--- src/rtl/fig_17_instruction_prefetch.sv ---
// Instruction prefetch for R15: fetches opcode bytes at pc into a small FIFO
// for the decoder, pulses pcen per accepted byte, flushes on pc_load.
module fig_17_instruction_prefetch #(
  parameter int ADDR_W = 16,
  parameter int DATA_W = 8,
  parameter int DEPTH  = 2
) (
  input  logic              clk,
  input  logic              reset,
  input  logic [ADDR_W-1:0] pc,
  input  logic              pc_load,
  input  logic              hold,
  output logic              pcen,
  output logic              mem_req,
  output logic [ADDR_W-1:0] mem_addr,
  input  logic              mem_ack,
  input  logic [DATA_W-1:0] mem_rdata,
  output logic              op_valid,
  output logic [DATA_W-1:0] op_data,
  output logic [ADDR_W-1:0] op_addr,
  input  logic              op_ready
);

  localparam int PW = (DEPTH > 1) ? $clog2(DEPTH) : 1;
  localparam int CW = $clog2(DEPTH + 1);

  typedef enum logic [1:0] {
    IDLE,
    REQ,
    DISCARD
  } state_t;

  state_t state;

  logic [CW-1:0]     count;
  logic [PW-1:0]     head;
  logic [PW-1:0]     tail;
  logic [ADDR_W-1:0] addr_q [DEPTH];
  logic [DATA_W-1:0] data_q [DEPTH];

  logic push;
  logic pop;
  logic issue;

  function automatic logic [PW-1:0] bump(input logic [PW-1:0] p);
    return (p == PW'(DEPTH - 1)) ? '0 : p + 1'b1;
  endfunction

  // Only a clean REQ ack advances R15, so pc and mem_addr stay in step.
  assign pcen = ~reset & (state == REQ) & mem_ack
              & ~pc_load & ~hold;

  assign push     = pcen;
  assign op_valid = (count != '0);
  assign pop      = op_valid & op_ready;
  assign op_data  = data_q[head];
  assign op_addr  = addr_q[head];

  assign issue = (state == IDLE) & (count < CW'(DEPTH))
               & ~hold & ~pc_load;

  always_ff @(posedge clk) begin
    if (reset) begin
      state    <= IDLE;
      mem_req  <= 1'b0;
      mem_addr <= '0;
    end else begin
      unique case (state)
        IDLE: begin
          if (issue) begin
            state    <= REQ;
            mem_req  <= 1'b1;
            mem_addr <= pc;
          end
        end
        REQ: begin
          if (mem_ack) begin
            state   <= IDLE;
            mem_req <= 1'b0;
          end else if (pc_load) begin
            state <= DISCARD;
          end
        end
        DISCARD: begin
          if (mem_ack) begin
            state   <= IDLE;
            mem_req <= 1'b0;
          end
        end
        default: begin
          state   <= IDLE;
          mem_req <= 1'b0;
        end
      endcase
    end
  end

  always_ff @(posedge clk) begin
    if (reset) begin
      count <= '0;
      head  <= '0;
      tail  <= '0;
      for (int i = 0; i < DEPTH; i++) begin
        addr_q[i] <= '0;
        data_q[i] <= '0;
      end
    end else if (pc_load) begin
      count <= '0;
      head  <= '0;
      tail  <= '0;
    end else begin
      if (push) begin
        addr_q[tail] <= mem_addr;
        data_q[tail] <= mem_rdata;
        tail         <= bump(tail);
      end
      if (pop) begin
        head <= bump(head);
      end
      if (push && !pop) begin
        count <= count + 1'b1;
      end else if (pop && !push) begin
        count <= count - 1'b1;
      end
    end
  end

endmodule

--- config.mk ---
export PLATFORM = sky130hd
export DESIGN_NAME = fig_17_instruction_prefetch
export DESIGN_NICKNAME = d
export VERILOG_FILES = /design/src/rtl/fig_17_instruction_prefetch.sv
export SDC_FILE = /design/constraint.sdc
export NUM_CORES = 1
export LEC_CHECK = 0
export CAP_MARGIN = 20
export CORE_UTILIZATION = 53
export DETAILED_ROUTE_END_ITERATION = 8
export PLACE_DENSITY_LB_ADDON = 0.12
export SYNTH_ARGS = -nofsm -noshare
export SYNTH_HDL_FRONTEND = slang
export SYNTH_SLANG_ARGS = --single-unit
--- constraint.sdc ---
create_clock -name clk -period 6.3 [get_ports clk]
set_clock_uncertainty 0.15 [all_clocks]
set_input_delay 1.26 -clock clk [delete_from_list [all_inputs] [get_ports clk]]
set_output_delay 1.26 -clock clk [all_outputs]
set_load 0.01 [all_outputs]
Word-level counts from Yosys, hierarchy flattened
Memory sizes are Yosys's and may differ from the RTL's. A register that Yosys moved wholly into a read port is not among the register bits.
Cells that the tools add are included.
{"block": "word_totals", "mem_bits_rw": 48, "regBits": 23, "memories": 2, "inputBits": 30, "output_inout_bits": 43, "word_cells": 72}
{"memory": "addr_q", "depth": 2, "word_bits": 16, "rd": 1, "rd_clocked_by_memory_dff": 1, "wr": 2, "line": "38", "text": "logic [ADDR_W-1:0] addr_q [DEPTH];"}
{"memory": "data_q", "depth": 2, "word_bits": 8, "rd": 1, "rd_clocked_by_memory_dff": 1, "wr": 2, "line": "39", "text": "logic [DATA_W-1:0] data_q [DEPTH];"}
{"block": "classes", "n_bitwise": 11, "n_reduce_logical": 14, "muxes": 28, "n_lt_le_gt_ge": 1, "eq_ne": 6, "add_sub_neg": 4}
{"cell": "$mux 1", "count": 18}
{"cell": "$mux 16", "count": 1}
{"cell": "$reduce_or 16->1", "count": 1}
{"cell": "$mux 2", "count": 6}
{"cell": "$and 1x1->1", "count": 8}
{"cell": "$mux 8", "count": 1}
{"cell": "$reduce_or 8->1", "count": 1}
{"cell": "$pmux 2 s3", "count": 1}
{"cell": "$ne 2x2->1 const B", "count": 2}
{"cell": "$reduce_and 2->1", "count": 2}
{"cell": "$reduce_bool 2->1", "count": 2}
{"cell": "$reduce_or 2->1", "count": 2}
{"cell": "$ne 3x3->1 const B", "count": 1}
{"cell": "$not 1->1", "count": 3}
{"cell": "$reduce_and 3->1", "count": 1}
{"cell": "$add 1x1->1 const B", "count": 2}
{"cell": "$add 2x1->2 const B", "count": 1}
{"cell": "$eq 2x1->1 const B", "count": 1}
{"cell": "$eq 2x2->1 const B", "count": 1}
{"cell": "$logic_and 1x1->1", "count": 2}
{"cell": "$logic_not 1->1", "count": 2}
{"cell": "$logic_not 2->1", "count": 1}
{"cell": "$lt 2x2->1 const B", "count": 1}
{"cell": "$ne 2x1->1 const B", "count": 1}
{"cell": "other kinds (2)", "count": 2}

Depth between registers and ports, before layout
{"block": "logic_depth", "depth_word": 11, "mapped_depth": 9, "depth_no_buf": 8}

Least setup slack after synthesis
Ideal clock, no wire load.
{"block": "synth_timing", "kind": "input to output", "from": "input port pc_load", "to": "output port pcen", "stages": 4, "n_path_buf": 2, "arrival_time_ns": 1.981, "required_time_ns": 4.890, "setup_slack_ns": 2.909, "cell_sequence": "or2_1 > buf_2 > nor2_4 > buf_2"}
{"block": "synth_via", "elab_chain_cells": 3}
{"item": "start, declared", "line": "11", "text": "input logic pc_load,"}
{"item": "$not 1->1", "line": "51", "text": "& ~pc_load & ~hold;"}
{"item": "$and 1x1->1 (2 in a row)", "line": "51"}
{"item": "end, declared", "line": "13", "text": "output logic pcen,"}
Every way passes these cells.

Final worst setup path
Ends and elaborated chain as after synthesis.

==> impl_results.md <==
* Layout cells sized above 1 at 13.9%
* Die footprint at 6150 sq um
* Leakage at 0.00156 uW
* Crit share post-route at 75.5%
* Area growth from synthesis to layout at 30.6%
* Slowest cell on crit path: clkdlybuf4s50_1
* Global route overflow at 0
* Fin cells at 396
* Most frequent CP cell: clkdlybuf4s50_1
* Die span in x at 78.4 microns
* Drt total wl at 5850 microns
* Critical path arrival at 3350 ps
* Final hold viol count at 0
* WL/cell at 14.8 microns
* Clk pwr share at 32.8%
* Critical Path RT at 4890 ps
* Worst-path clk slew at 70 ps
* Power per cell area at 261 nW/um^2
* Setup violators final at 0
* Min cycle time layout at 4760 ps
* CP bufs+invs at 2
* CP Launch Type: primary input
* Postcts setup bufs at 0
* Yosys cell types at 31
* CP Class: in2out
* Crit end category: primary output
* Drt first pass iters at 4
* CTS tree: yes
* RSZ-0062 raised after global routing: no
* Gr usage total at 20.9%
* CP max FO at 27
* Combinational share of power at 15.2%
* M3 GR Usage at 5.70%
* CTS Hold Bufs at 0
* Initial Utilization at 55.5%
* Leading area contributor after synthesis: edfxtp_1
* Routed vias at 2035
* Final GP Congestion at 0.793
* Largest net degree at the start of global routing at 28
* Worst hold path type: reg2reg
* F_max at 0.210 GHz
* Grt met2 use at 34.5%
* GRT busiest layer: met2
* Fin Setup TNS at 0 ps
* Top-area cell type share of the netlist area at 46.6%
* Num rows at 27
* Synth Instances at 250
* Register area share after synthesis at 62.1%
* Register Area at 1920 sq um
* CTS sink cnt at 72
* Clk_lat worst skew at 340 ps
* Slew Viols, Final at 0
* Synth Cell Area at 3100 sq um
* Switching component of the power at 249 uW
* # H-tree levels at 3
* Main flop type after synthesis: edfxtp_1
* DRT iter0 DRCs at 124
* Port-buffer cells at 72
* Average size of a mapped cell at 12.4 sq um
* Antenna violations before repair at 0
* Crit path max-delay family: buffers and inverters
* Most common cell after layout, fill and taps aside: clkdlybuf4s50_1
* Clock root buffer: clkbuf_8
* Internal Dissipation at 807 uW
* I/O pins at 73
* Post-route ant nets at 0
* DR vias/cell at 5.14
* Placed cell count at 379
* Reg power frac at 52.1%
* Ys async rst share at 0%
* Die Y at 78.4 microns
* Met1 Usage GRT at 25.3%
* Core ar. at 5570 sq um
* Top cells by area, synth: edfxtp_1, dfxtp_1, mux2_2
* Vias in the first global route at 1951
* Crit-path cells: clkdlybuf4s50_1 -> or2_1 -> nor2_4 -> clkdlybuf4s50_1
* Worst-Margin Slew at 965 ps
* First-pass GRT wire length at 9340 microns
* Worst IR Drop VDD at 0.246 mV
* Synth Warn # at 0
* Max stage delay on crit path at 650 ps
* Area occupied by multi-input gates at 1090 sq um
* EDFF count, synth at 48
* Synthesized net count at 285
* Detail Placement HPWL at 3650 microns
* Normalized max-slew margin at 35.6%
* DRC viols at 0
* Total CTS buffers at 9
* Maxcap violations at 0
* ANT cells at 0
* Yosys reg bits at 72
* Post-CTS sizing at 0
* Commonest cells after routing, fill and taps aside: clkdlybuf4s50_1, edfxtp_1, nand2_1
* Status: finished, final reports clean
* Filler cell count at 398
* Final #Nets at 354
* Clock tree buffer depth at 2
* Net Sw Frac at 23.6%
[per-layer routing]
layer  up-vias  share of wire [%]  wire [microns]
li1       1013                  -               -
met1       951                 42            2480
met2        64                 50            2950
met3         7                6.1             356
met4         0                1.1              64
met5         -                  0               0
[logic make-up (layout without fill, tap and decap cells)]
logic type	count (synthesis)	count (layout)	share of synthesized area, %
mux	25	25	9.05
compound gates	25	25	4.65
xor+xnor	4	4	1.13
simple gates	100	100	18.4
fa+ha+maj	5	5	2.02
buf+inv	19	93	2.71
flops	72	72	62.1
[worst reg2reg max path, delay by kind of cell, from the launching register on]
kind | cells | cell delay [ps]
buffers and inverters | 1 | 110
adder cells (fa/ha/maj) | 1 | 210
AND/OR/NAND/NOR | 2 | 750
AO/OA/AOI/OAI | 1 | 860
flip-flops | 1 | 320
[synthesized netlist by cell type (2+ instances only)]
cell type / n
and3_1: 24
or2_2: 2
o21ai_0: 2
a21oi_1: 19
nor2_1: 5
ha_1: 5
and2_1: 24
xor2_1: 4
mux2_2: 24
nand2_1: 33
dfxtp_1: 24
nand2b_1: 3
inv_1: 3
edfxtp_1: 48
clkbuf_2: 3
clkbuf_1: 6
buf_2: 7
[path summary, 6_finish.rpt]
| kind | startpoint | end | slack, ps | depth (start not counted) |
|---|---|---|---|---|
| max | pc_load | pcen | 1540 | 4 |
| min | mem_addr[2] | mem_addr[2] | 330 | 2 |
| max reg2reg | state[1] | addr_q[1][4] | 3520 | 5 |
| min reg2reg | mem_addr[2] | mem_addr[2] | 330 | 2 |
[metrics by stage]
step	total power [uW]	utilization (%)	worst slack, ps	hold slack (ps)	instance area (sq um)
finish	1060	72.5	1540	334	4040
global route	1100	72.5	1480	355	4040
CTS	1060	72.3	1580	333	4030
detailed placement	722	68.9	1590	323	3840
global placement	717	68.9	1630	311	3840
floorplan	642	-	2910	315	3100
[power by group through the flow]
stage / clock (uW) / sequential, uW / combinational, uW
floorplan: 0 / 559 / 83.0
global placement: 0 / 559 / 158
detailed placement: 0 / 561 / 161
CTS: 352 / 551 / 162
global route: 370 / 554 / 176
finish: 346 / 550 / 160
[registers in the layout, indices dropped and copies added, names as in the netlist, named ones only]
signal / count
tail: 1
data_q: 16
state: 2
mem_req: 1
count: 2
addr_q: 32
mem_addr: 16
head: 1
[layout make-up]
class | count | share of cell area (%)
repair buffers | 74 | 18.4
clock inverters | 5 | 1.14
flip-flops and latches | 72 | 47.5
well taps | 72 | 2.23
inverters | 3 | 0.278
clock buffers | 11 | 3.50
multi-input cells | 159 | 26.9
Note: power is estimated with default switching activity, not from simulation.
